## config.mk

```make
export PLATFORM = sky130hd
export DESIGN_NAME = morse_tx_keyer
export DESIGN_NICKNAME = d
export VERILOG_FILES = /design/src/rtl/morse_tx_keyer.sv
export SDC_FILE = /design/constraint.sdc
export NUM_CORES = 1
export LEC_CHECK = 0
export ABC_AREA = 0
export BUFFER_PORTS_ARGS = -buffer_cell sky130_fd_sc_hd__buf_2
export CAP_MARGIN = 40
export CELL_PAD_IN_SITES_DETAIL_PLACEMENT = 1
export CELL_PAD_IN_SITES_GLOBAL_PLACEMENT = 1
export CORE_MARGIN = 3
export CORE_UTILIZATION = 40
export DETAILED_ROUTE_END_ITERATION = 10
export PLACE_DENSITY = 0.71
export REMOVE_ABC_BUFFERS = 1
export SYNTH_ARGS = -nofsm -noshare
export SYNTH_HDL_FRONTEND = slang
export SYNTH_SLANG_ARGS = --single-unit
```

## constraint.sdc

```tcl
create_clock -name clk -period 3.22 [get_ports clk]
set_clock_uncertainty 0.2 [all_clocks]
set_input_delay 0.483 -clock clk [delete_from_list [all_inputs] [get_ports clk]]
set_output_delay 0.483 -clock clk [all_outputs]
set_load 0.005 [all_outputs]
```

## src/rtl/morse_tx_keyer.sv

```systemverilog
// Morse keyer: accepts ASCII characters over valid/ready and keys out dits, dashes and gaps.
// Optional sidetone square wave on tone_out when MORSE_TX_SIDETONE_EN is defined.
module morse_tx_keyer #(
  parameter int unsigned UNIT_CYCLES = 50000,
  parameter int unsigned TONE_DIV    = 25000
) (
  input  logic       clk,
  input  logic       reset,
  input  logic [7:0] char_in,
  input  logic       char_valid,
  output logic       char_ready,
  output logic       key_out,
  output logic       busy,
  output logic       err,
  output logic       tone_out
);

  localparam int unsigned CYC_W = $clog2(UNIT_CYCLES + 1);
  localparam logic [CYC_W-1:0] CYC_LAST = CYC_W'(UNIT_CYCLES - 1);

  if (UNIT_CYCLES < 1) begin : g_unit_chk
    $error("UNIT_CYCLES must be at least 1");
  end
  if (TONE_DIV < 1) begin : g_tone_chk
    $error("TONE_DIV must be at least 1");
  end

  typedef enum logic [2:0] {
    IDLE,
    MARK,
    ELEM_GAP,
    CHAR_GAP,
    WORD_GAP
  } state_t;

  // {len[2:0], pat[4:0]}; len == 0 marks an unsupported code. 1 = dash, MSB-first from pat[len-1].
  function automatic logic [7:0] morse_rom(input logic [7:0] c);
    logic [7:0] r;
    r = 8'h00;
    case (c)
      8'h41: r = {3'd2, 5'b00001};  // A
      8'h42: r = {3'd4, 5'b01000};
      8'h43: r = {3'd4, 5'b01010};
      8'h44: r = {3'd3, 5'b00100};
      8'h45: r = {3'd1, 5'b00000};
      8'h46: r = {3'd4, 5'b00010};
      8'h47: r = {3'd3, 5'b00110};
      8'h48: r = {3'd4, 5'b00000};
      8'h49: r = {3'd2, 5'b00000};
      8'h4A: r = {3'd4, 5'b00111};
      8'h4B: r = {3'd3, 5'b00101};
      8'h4C: r = {3'd4, 5'b00100};
      8'h4D: r = {3'd2, 5'b00011};
      8'h4E: r = {3'd2, 5'b00010};
      8'h4F: r = {3'd3, 5'b00111};
      8'h50: r = {3'd4, 5'b00110};
      8'h51: r = {3'd4, 5'b01101};
      8'h52: r = {3'd3, 5'b00010};
      8'h53: r = {3'd3, 5'b00000};
      8'h54: r = {3'd1, 5'b00001};
      8'h55: r = {3'd3, 5'b00001};
      8'h56: r = {3'd4, 5'b00001};
      8'h57: r = {3'd3, 5'b00011};
      8'h58: r = {3'd4, 5'b01001};
      8'h59: r = {3'd4, 5'b01011};
      8'h5A: r = {3'd4, 5'b01100};
      8'h30: r = {3'd5, 5'b11111};  // 0
      8'h31: r = {3'd5, 5'b01111};
      8'h32: r = {3'd5, 5'b00111};
      8'h33: r = {3'd5, 5'b00011};
      8'h34: r = {3'd5, 5'b00001};
      8'h35: r = {3'd5, 5'b00000};
      8'h36: r = {3'd5, 5'b10000};
      8'h37: r = {3'd5, 5'b11000};
      8'h38: r = {3'd5, 5'b11100};
      8'h39: r = {3'd5, 5'b11110};
      default: r = 8'h00;
    endcase
    return r;
  endfunction

  state_t           state;
  logic [CYC_W-1:0] cyc_cnt;
  logic [2:0]       unit_cnt;
  logic [2:0]       unit_target;
  logic [2:0]       elem_cnt;
  logic [4:0]       shreg;

  logic [7:0] up_char;
  logic [7:0] enc;
  logic [2:0] enc_len;
  logic [4:0] enc_aligned;
  logic       unit_tick;
  logic       unit_done;

  // Fold lower case, then left-align the pattern so the current element is always shreg[4].
  assign up_char     = (char_in >= 8'h61 && char_in <= 8'h7A) ? char_in - 8'h20 : char_in;
  assign enc         = morse_rom(up_char);
  assign enc_len     = enc[7:5];
  assign enc_aligned = 5'(enc[4:0] << (3'd5 - enc_len));
  assign unit_tick   = (cyc_cnt == CYC_LAST);
  assign unit_done   = unit_tick && (unit_cnt == unit_target - 3'd1);

  always_ff @(posedge clk) begin
    if (reset) begin
      state       <= IDLE;
      key_out     <= 1'b0;
      busy        <= 1'b0;
      err         <= 1'b0;
      char_ready  <= 1'b1;
      cyc_cnt     <= '0;
      unit_cnt    <= '0;
      unit_target <= '0;
      elem_cnt    <= '0;
      shreg       <= '0;
    end else begin
      err <= 1'b0;
      if (state == IDLE) begin
        if (char_valid && char_ready) begin
          cyc_cnt  <= '0;
          unit_cnt <= '0;
          if (enc_len != 3'd0) begin
            state       <= MARK;
            shreg       <= enc_aligned;
            elem_cnt    <= enc_len;
            unit_target <= enc_aligned[4] ? 3'd3 : 3'd1;
            key_out     <= 1'b1;
            busy        <= 1'b1;
            char_ready  <= 1'b0;
          end else if (char_in == 8'h20) begin
            state       <= WORD_GAP;
            unit_target <= 3'd4;
            busy        <= 1'b1;
            char_ready  <= 1'b0;
          end else begin
            err <= 1'b1;
          end
        end
      end else begin
        cyc_cnt <= unit_tick ? '0 : cyc_cnt + 1'b1;
        if (unit_tick) unit_cnt <= unit_cnt + 3'd1;
        if (unit_done) begin
          unit_cnt <= '0;
          case (state)
            MARK: begin
              key_out <= 1'b0;
              if (elem_cnt == 3'd1) begin
                state       <= CHAR_GAP;
                unit_target <= 3'd3;
              end else begin
                state       <= ELEM_GAP;
                unit_target <= 3'd1;
                elem_cnt    <= elem_cnt - 3'd1;
                shreg       <= {shreg[3:0], 1'b0};
              end
            end
            ELEM_GAP: begin
              state       <= MARK;
              key_out     <= 1'b1;
              unit_target <= shreg[4] ? 3'd3 : 3'd1;
            end
            default: begin
              state      <= IDLE;
              busy       <= 1'b0;
              char_ready <= 1'b1;
            end
          endcase
        end
      end
    end
  end

`ifdef MORSE_TX_SIDETONE_EN
  localparam int unsigned TONE_W = $clog2(TONE_DIV + 1);

  logic [TONE_W-1:0] tone_cnt;
  logic              tone_q;

  // Divider idles in every gap, so each mark starts from a fresh phase.
  always_ff @(posedge clk) begin
    if (reset || !key_out) begin
      tone_cnt <= '0;
      tone_q   <= 1'b0;
    end else if (tone_cnt == TONE_W'(TONE_DIV - 1)) begin
      tone_cnt <= '0;
      tone_q   <= ~tone_q;
    end else begin
      tone_cnt <= tone_cnt + 1'b1;
    end
  end

  assign tone_out = tone_q & key_out;
`else
  assign tone_out = 1'b0;
`endif

endmodule

```

; ---- Word level (Yosys, flattened, before mapping)
; Memories as Yosys holds them, arrays and structs flattened.
; Index checks and enable logic that the tools add are counted.
[word_totals]
ff_bits = 37
rom_bits = 1024
inputBits = 11
out_inout_bits = 5
word_cells = 104
mem_count = 1
[classes]
n_addsub = 6
order_cmp = 2
eq_ne = 11
shifts = 1
mux = 54
n_bitwise = 2
reduce_logical = 17
[memory_table]
columns = name, depth, width, rd, rd_ports_with_merged_regs, write_ports, line
row1 = (name not given), 128, 8, 1, 0, 0, 40  ; case (c)
[ops]
columns = cell, count
row1 = $mux 3, 19
row2 = $mux 16, 3
row3 = $mux 5, 6
row4 = $mux 1, 18
row5 = $add 16x1->16 const B, 1
row6 = $eq 16x16->1 const B, 1
row7 = $mux 8, 2
row8 = $pmux 3 s2, 2
row9 = $reduce_and 4->1, 3
row10 = $reduce_bool 3->1, 3
row11 = $eq 8x6->1 const B, 1
row12 = $ge 8x7->1 const B, 1
row13 = $le 8x7->1 const B, 1
row14 = $sub 8x6->8 const B, 1
row15 = $eq 3x1->1 const B, 2
row16 = $mux 2, 3
row17 = $ne 2x1->1 const B, 3
row18 = $sub 3x1->3 const B, 2
row19 = $reduce_and 5->1, 1
row20 = $shl 5x3->5, 1
row21 = $reduce_bool 2->1, 2
row22 = $reduce_or 4->1, 1
row23 = $add 3x1->3 const B, 1
row24 = $eq 3x2->1 const B, 1
row25 = 11 further kinds, 14

; ---- Logic depth before layout (Yosys ltp)
; Gate-level depths: netlist (run 1).
; An unclocked memory read counts as a cell.
[logic_depth]
depth_word = 11
ltp_mapped = 11
ltp_nobuf = 10

; ---- Least setup slack after synthesis (run 1)
; Ideal clock, no wire load.
[synth_timing]
path_type = input-to-reg
startpoint = input port char_in[1]
endpoint = register unit_target[0]
setup_time_ns = 0.131
arrival_time_ns = 2.549
t_required_ns = 2.889
slack_ns = 0.340
stages = 11
path_buffers = 1
path_cell_list = buf_2 -> inv_1 -> ha_1 -> nor2_1 -> nand3_1 -> a41oi_2 -> a21oi_1 -> o21ai_2 -> nand2_1 -> or3_1 -> nor3b_1
[synth_between]
elab_chain_cells = 9
word_cells_on_any_way = 14
cone_classes = 1 x add/sub / 2 x order compare / 2 x eq/ne / 5 x mux / 3 x reduce/logical / 1 x memory
[synth_rtl]
columns = element, line
row1 = "start, declared", 9  ; input logic [7:0] char_in,
row2 = $ge 8x7->1 or $le 8x7->1 (tied branches), 97  ; assign up_char = (char_in >= 8'h61 && char_in <= 8'h7A) ? char_in - 8'h20 : char_in;
row3 = $logic_and 1x1->1, 97
row4 = $mux 8, 97
row5 = $mem_v2 128x8, --
row6 = $mux 8, 40
row7 = $reduce_bool 3->1, 122  ; if (enc_len != 3'd0) begin
row8 = $mux 3, 122
row9 = $mux 3, 119  ; if (char_valid && char_ready) begin
row10 = $mux 3, 118  ; if (state == IDLE) begin
row11 = "end signal, assigned", 126  ; unit_target <= enc_aligned[4] ? 3'd3 : 3'd1;
row12 = "end signal, assigned", 160  ; unit_target <= shreg[4] ? 3'd3 : 3'd1;
row13 = "end, declared", 85  ; logic [2:0] unit_target;
; Several ways; a longest one is shown, not always the timed one. The select of a mux whose other input is x is not followed.
; A chain may end at the register's enable or synchronous reset.

; ---- Final worst setup path (run 1)
[layout_timing]
startpoint = input port char_in[0]
endpoint = register shreg[2]
[layout_between]
elab_chain_cells = 10
word_cells_on_any_way = 15
cone_classes = 2 x add/sub / 2 x order compare / 1 x eq/ne / 1 x shift / 5 x mux / 3 x reduce/logical / 1 x memory
[layout_rtl]
columns = element, line
row1 = $ge 8x7->1 or $le 8x7->1 (tied branches), 97
row2 = $logic_and 1x1->1, 97
row3 = $mux 8 (*), 97
row4 = $mem_v2 128x8, --
row5 = $mux 8 (*), 40
row6 = $sub 3x3->3, 100  ; assign enc_aligned = 5'(enc[4:0] << (3'd5 - enc_len));
row7 = $shl 5x3->5, 100
row8 = $mux 5, 122
row9 = $mux 5, 119
row10 = $mux 5, 118
row11 = "end signal, assigned", 124  ; shreg <= enc_aligned;
row12 = "end signal, assigned", 154  ; shreg <= {shreg[3:0], 1'b0};
row13 = "end, declared", 87  ; logic [4:0] shreg;
; Mark *: on every way between the ends. The rest lies on a longest branch, timed or not. The select of a mux whose other input is x is not followed.

==> results of run 1 <==
stage by stage:
step / instances / hold WS, ns
6_report: 444 / 0.276
3_3_place_gp: 436 / 0.248
2_1_floorplan: 337 / 0.226
3_5_place_dp: 437 / 0.268
5_1_grt: 444 / 0.297
4_1_cts: 444 / 0.270
cell type report:
type / instances / share of cell area (%)
tap: 77 / 3.26
clock inverter: 1 / 0.254
inverter: 12 / 1.53
timing repair buffer: 23 / 4.66
clock buffer: 6 / 2.80
sequential: 37 / 25.1
multi-input combinational: 288 / 62.4
kinds of logic (layout without fill, tap and decap cells):
logic type / count (synthesis) / after routing
XOR/XNOR: 5 / 5
AND/OR/NAND/NOR: 149 / 149
other: 1 / 1
adder cells (fa/ha/maj): 13 / 13
flip-flops: 37 / 37
AO/OA/AOI/OAI: 115 / 115
multiplexers: 5 / 5
buffers and inverters: 36 / 42
routing by layer:
metal	routed length [µm]	up-vias	GRT usage, %
met4	40	0	4.95
li1	-	1340	-
met1	3620	1278	28.8
met3	216	4	2.51
met2	3560	36	32.5
met5	0	-	0
worst max path at each step:
stage	to	slack, ns	cells past startpoint
2_1_floorplan	elem_cnt[1]	-0.08	6
3_3_place_gp	shreg[2]	0.18	12
3_5_place_dp	shreg[2]	0.05	12
4_1_cts	shreg[2]	0.38	12
5_1_grt	shreg[2]	0.03	12
6_report	shreg[2]	0.35	12
flip-flops by register name, summed over array words and instances (netlist names):
register / cells
state: 3
elem_cnt: 3
key_out: 1
char_ready: 1
err: 1
busy: 1
unit_target: 3
unit_cnt: 3
cyc_cnt: 16
shreg: 5
worst max-delay path: cells and delay by family:
family | cells | cell delay [ns]
compound gates | 5 | 1.22
buf+inv | 3 | 0.47
fa+ha+maj | 1 | 0.25
simple gates | 3 | 0.46
layout by cell type (no fill, tap or decap), types with 6 or more instances in the layout:
master	Yosys	layout
nor2_1	47	47
dfxtp_1	37	37
nand2_1	31	31
a21oi_1	27	27
o21ai_0	24	24
buf_2	4	14
nand3_1	13	13
ha_1	13	13
inv_1	12	12
a311oi_1	11	11
nand2b_1	9	9
buf_4	1	9
nor3_1	7	6
clkbuf_8	0	6
report_power, final:
part	switching (mW)	total [mW]	leakage, nW	internal (mW)
Sequential	0.0382	0.544	0.299	0.505
Clock	0.170	0.339	0.0433	0.169
Combinational	0.383	0.605	0.750	0.222
Total	0.591	1.49	1.09	0.896
==> reports/results.ini, run 1 <==
[cts]
post-cts-setup-buffer-count=0
cts_resized=0
numCtsBuffers=5
clk_pin_slew_ns=0.07
cts_root_buf=clkbuf_8
ctsHoldBuffers=0
clockBufferDepth=2
htree_levels=2
cts.sinks=37
cts_tree=done
clock_latency_ns=0.29

[global_route]
grt_pass1_vias=2536
overflow=0
grt_max_degree=40
antenna_found_initial=0
track_usage_pct=20.2
grt_pass1_wl_um=12700

[setup_path]
cp-startpoint=char_in[0]
crit_fanout=7
crit-reg2reg-capture=elem_cnt[0]
worstPathCellList=buf_2 > inv_1 > ha_1 > nor2b_1 > o21bai_1 > a41oi_2 > buf_4 > o21ai_0 > nand2_1 > nor2_1 > a211oi_1 > o41ai_1
crit_type=in2reg
cp-end-kind=flop
slowest_delay_ns=0.34
r2r_cells=7
rr_startpoint=cyc_cnt[10]
worstPathArrival_ns=2.86
required_ns=3.21
critPathLaunchType=input pin
r2r_slack_ns=0.51
cp_slowest_cell=o21bai_1

[drt]
ant_nets=0
first_pass_iters=4
viasPerCell=5.99
wire_per_inst_um=16.7
dr.first_iter.drc_count=112
wl_um=7440
vias=2658
drc_errors=0

[synth]
synth_top_family_by_area=compound AO/OA/AOI/OAI gates
async_flop_share_pct=0
synth_cell_types=62
ys_seq_area_share_pct=27.1
yosysWarnings=0
muxShareOfSynthArea_pct=1.83
synth_top_cell_by_area=dfxtp_1
synth_fa_ha_area_share_pct=5.96
synth_ff_type=dfxtp_1
yosysMostFrequentCell=nor2_1
synth-xor-area-share_pct=1.60
synth_area_um2=2730
synthesis.area_per_instance_um2=7.56
synthTopCellsByCount=nor2_1 (47), dfxtp_1 (37), nand2_1 (31)
synthSimpleGateAreaFrac_pct=28.2
synth_compound_area_share_pct=29.5
yosys-top-cells-area=dfxtp_1 (27%), nor2_1 (6.5%), ha_1 (6.0%)
syn-instance-count=361
synth-edff-count=0
ys_ff_latch=37
synth_top_area_share_pct=27.1

[pwr]
ir_drop_mv=0.139
cellPowerDensity_nw_per_um2=504
power_mw=1.49
static-leakage-power_nw=1.09

[timing]
worst_pin_slew_ns=0.738
hold_viol_final=0
setup_slack_ns=0.349
finalCriticalPeriod_ns=2.87
setup_violations=0
slew_violations=0
slew-limit-headroom_pct=50.8
rsz0062_at_grt=no
period_share_pct=89.2
fin_tns_setup_ns=0
max_freq_mhz=348

[final_layout]
multi_input_area_um2=1840
final_cell_area_um2=2950
num_antenna_cells=0
seqCellArea_um2=741
final_nets=391
synthToLayoutAreaGrowth_pct=8.11
drive_above_1_share_pct=12.0
fillCellCount=826
utilization_pct=45.4

[floorplanning]
ios=16
dieArea_um2=7850
placement_rows=29
die_y_um=88.6
die_w_um=88.6
core_area_um2=6490
start_util_pct=42.0

[worst_hold_path]
hold_class=in2reg
whs_endpoint=err
min-delay-start=char_valid
hold_depth=3

[run_status]
status=completed

[placement]
dp_hpwl_um=5450
io_buffers=14
placed_area_um2=2860
dp_slack_ns=0.0496
place.gp.congestion=0.771

[run]
cap_violations=0

No activity file was read; power rests on OpenSTA's default activity.
==> inputs of run 2 (changes only) <==
Settings changed: BUFFER_PORTS_ARGS -buffer_cell sky130_fd_sc_hd__buf_2 to -buffer_cell sky130_fd_sc_hd__buf_4, CORE_MARGIN 3 to 5.
Clock period 3.22 ns to 3.1 ns, I/O delays scaled along.
==> reports/results.ini, run 2 (synthesized netlist as in run 1, its figures left out) <==
[global_route]
grt_max_degree=40  ; unchanged
grt_pass1_vias=2572  ; +1.4%
track_usage_pct=17.3  ; -2.9 points
antenna_found_initial=0  ; unchanged
grt_pass1_wl_um=12200  ; -3.6%
overflow=0  ; unchanged

[floorplanning]
die_w_um=92.6  ; +4.5%
dieArea_um2=8580  ; +9.2%
die_y_um=92.6  ; +4.5%
start_util_pct=40.6  ; -1.4 points
core_area_um2=6720  ; +3.4%
ios=16  ; unchanged
placement_rows=30  ; +3.4%

[run]
cap_violations=0  ; unchanged

[setup_path]
required_ns=3.07  ; -0.14 ns
crit_type=in2reg
worstPathCellList=buf_4 > ha_1 > and3b_1 > o311ai_1 > nand2_1 > o21ai_2 > nand2_1 > or3_1 > nor3b_1
crit_fanout=17  ; +10
cp_slowest_cell=or3_1
cp_common_cell=nand2_1
rr_startpoint=cyc_cnt[10]
cp-startpoint=char_in[1]
worstPathArrival_ns=2.70  ; -0.16 ns
critPathLaunchType=input pin
worst-path-buf-inv=1  ; -2
cp-end-kind=flop
slowest_delay_ns=0.42  ; +0.08 ns
path_delay_family=simple AND/OR/NAND/NOR gates

[final_layout]
fillCellCount=852  ; +3.1%
top_regs=cyc_cnt: 16 flops, shreg: 5 flops
utilization_pct=44.9  ; -0.51 points
final_common_cell=nor2_1
drive_above_1_share_pct=12.9  ; +0.95 points
synthToLayoutAreaGrowth_pct=10.6
mostFrequentLayoutCells=nor2_1 (47), dfxtp_1 (37), nand2_1 (31), a21oi_1 (27), buf_4 (26)
largest_register_ffs=16  ; unchanged
num_antenna_cells=0  ; unchanged
largest_register=cyc_cnt
final_nets=394  ; +0.77%

[pwr]
static-leakage-power_nw=1.12  ; +2.9%
cellPowerDensity_nw_per_um2=524  ; +4.0%
ir_drop_mv=0.179  ; +29%
switching_power_uw=629  ; +6.4%
seqPwrFrac_pct=35.7  ; -0.8 points
combPwrFrac_pct=41.1  ; +0.5 points
power_frac_clock_pct=23.2  ; +0.4 points
power.share.switching_pct=39.8  ; about the same
p_int_uw=953  ; +6.4%

[timing]
setup_slack_ns=0.375  ; +0.0267 ns
finalCriticalPeriod_ns=2.72
worst_pin_slew_ns=0.883  ; +0.145 ns
slew-limit-headroom_pct=41.2  ; -9.7 points
hold_viol_final=0  ; unchanged
max_freq_mhz=367
rsz0062_at_grt=no
setup_violations=0  ; unchanged
period_share_pct=87.9
slew_violations=0  ; unchanged
hold_ws_ns=0.258  ; -0.0174 ns

[cts]
cts.sinks=37  ; unchanged
cts_tree=done
ctsHoldBuffers=0  ; unchanged
numCtsBuffers=5  ; unchanged
clk_pin_slew_ns=0.08  ; about the same
cts_resized=0  ; unchanged
cts_root_buf=clkbuf_8
clockBufferDepth=2  ; unchanged
htree_levels=2  ; unchanged
clock_latency_ns=0.29  ; about the same
post-cts-setup-buffer-count=0  ; unchanged

[worst_hold_path]
min-delay-start=char_valid
hold_class=in2reg

[placement]
dp_hpwl_um=5440  ; -0.17%
io_buffers=14  ; unchanged
dp_slack_ns=0.0873  ; +0.0377 ns
place.gp.congestion=0.815  ; +5.7%

[drt]
ant_nets=0  ; unchanged
drc_errors=0  ; unchanged
wl_um=7410  ; -0.40%
viasPerCell=5.93  ; -0.89%
vias=2676  ; +0.68%
first_pass_iters=4  ; unchanged
wire_per_inst_um=16.4  ; -1.9%
dr.first_iter.drc_count=151  ; +35%

[run_status]
status=completed

## run 2: changes by cell type in the layout (fill, tap and decap cells not counted)
cell	before	now
buf_2	14	0
buf_4	9	26
clkinv_2	0	1
clkinv_4	0	1
clkinvlp_4	1	0
## run 2: power groups by stage
stage	Sequential, mW	Clock, mW	Combinational (mW)
finish	0.564	0.367	0.651
global route	0.574	0.397	0.720
detailed placement	0.577	0	0.653
CTS	0.565	0.380	0.657
floorplan	0.567	0	0.424
global placement	0.575	0	0.645
## run 2: worst register-to-register path: stages, from the launching register on
cell and delay (ns):
dfxtp_1 0.35, or4_4 0.56, nor4_4 0.31, a31oi_2 0.22
nand2b_4 0.26, a211o_1 0.35, o41ai_1 0.35
## run 2: final cells by class
type	instances	area, µm²	area share [%]
Clock buffer	6	82.6	2.74
Clock inverter	2	13.8	0.456
Inverter	12	45.0	1.49
Multi-Input combinational cell	288	1840	61.0
Sequential cell	37	741	24.5
Tap cell	80	100	3.32
Timing Repair Buffer	26	195	6.46
## run 2: per-layer routing
layer	share of wire (%)	GRT usage, %	vias to the layer above
met1	49	23.5	1284
met5	0	0	-
met2	47	28.3	40
met3	2.7	2.76	11
li1	-	-	1341
met4	1.5	5.13	0
## run 2: path summary, 6_finish.rpt
check                   end  slack (ns)  cells past startpoint
max          unit_target[0]        0.38                      9
min                     err        0.26                      3
max reg2reg        shreg[2]        0.39                      6
min reg2reg        shreg[0]        0.27                      2
## run 2: per-stage QoR
| stage | setup TNS, ns | area, µm² | instances | power (mW) |
|---|---|---|---|---|
| 4_1_cts | 0 | 3020 | 451 | 1.60 |
| 2_1_floorplan | -0.943 | 2620 | 337 | 0.991 |
| 3_3_place_gp | 0 | 2920 | 443 | 1.22 |
| 5_1_grt | 0 | 3020 | 451 | 1.69 |
| 3_5_place_dp | 0 | 2920 | 443 | 1.23 |
| 6_report | 0 | 3020 | 451 | 1.58 |
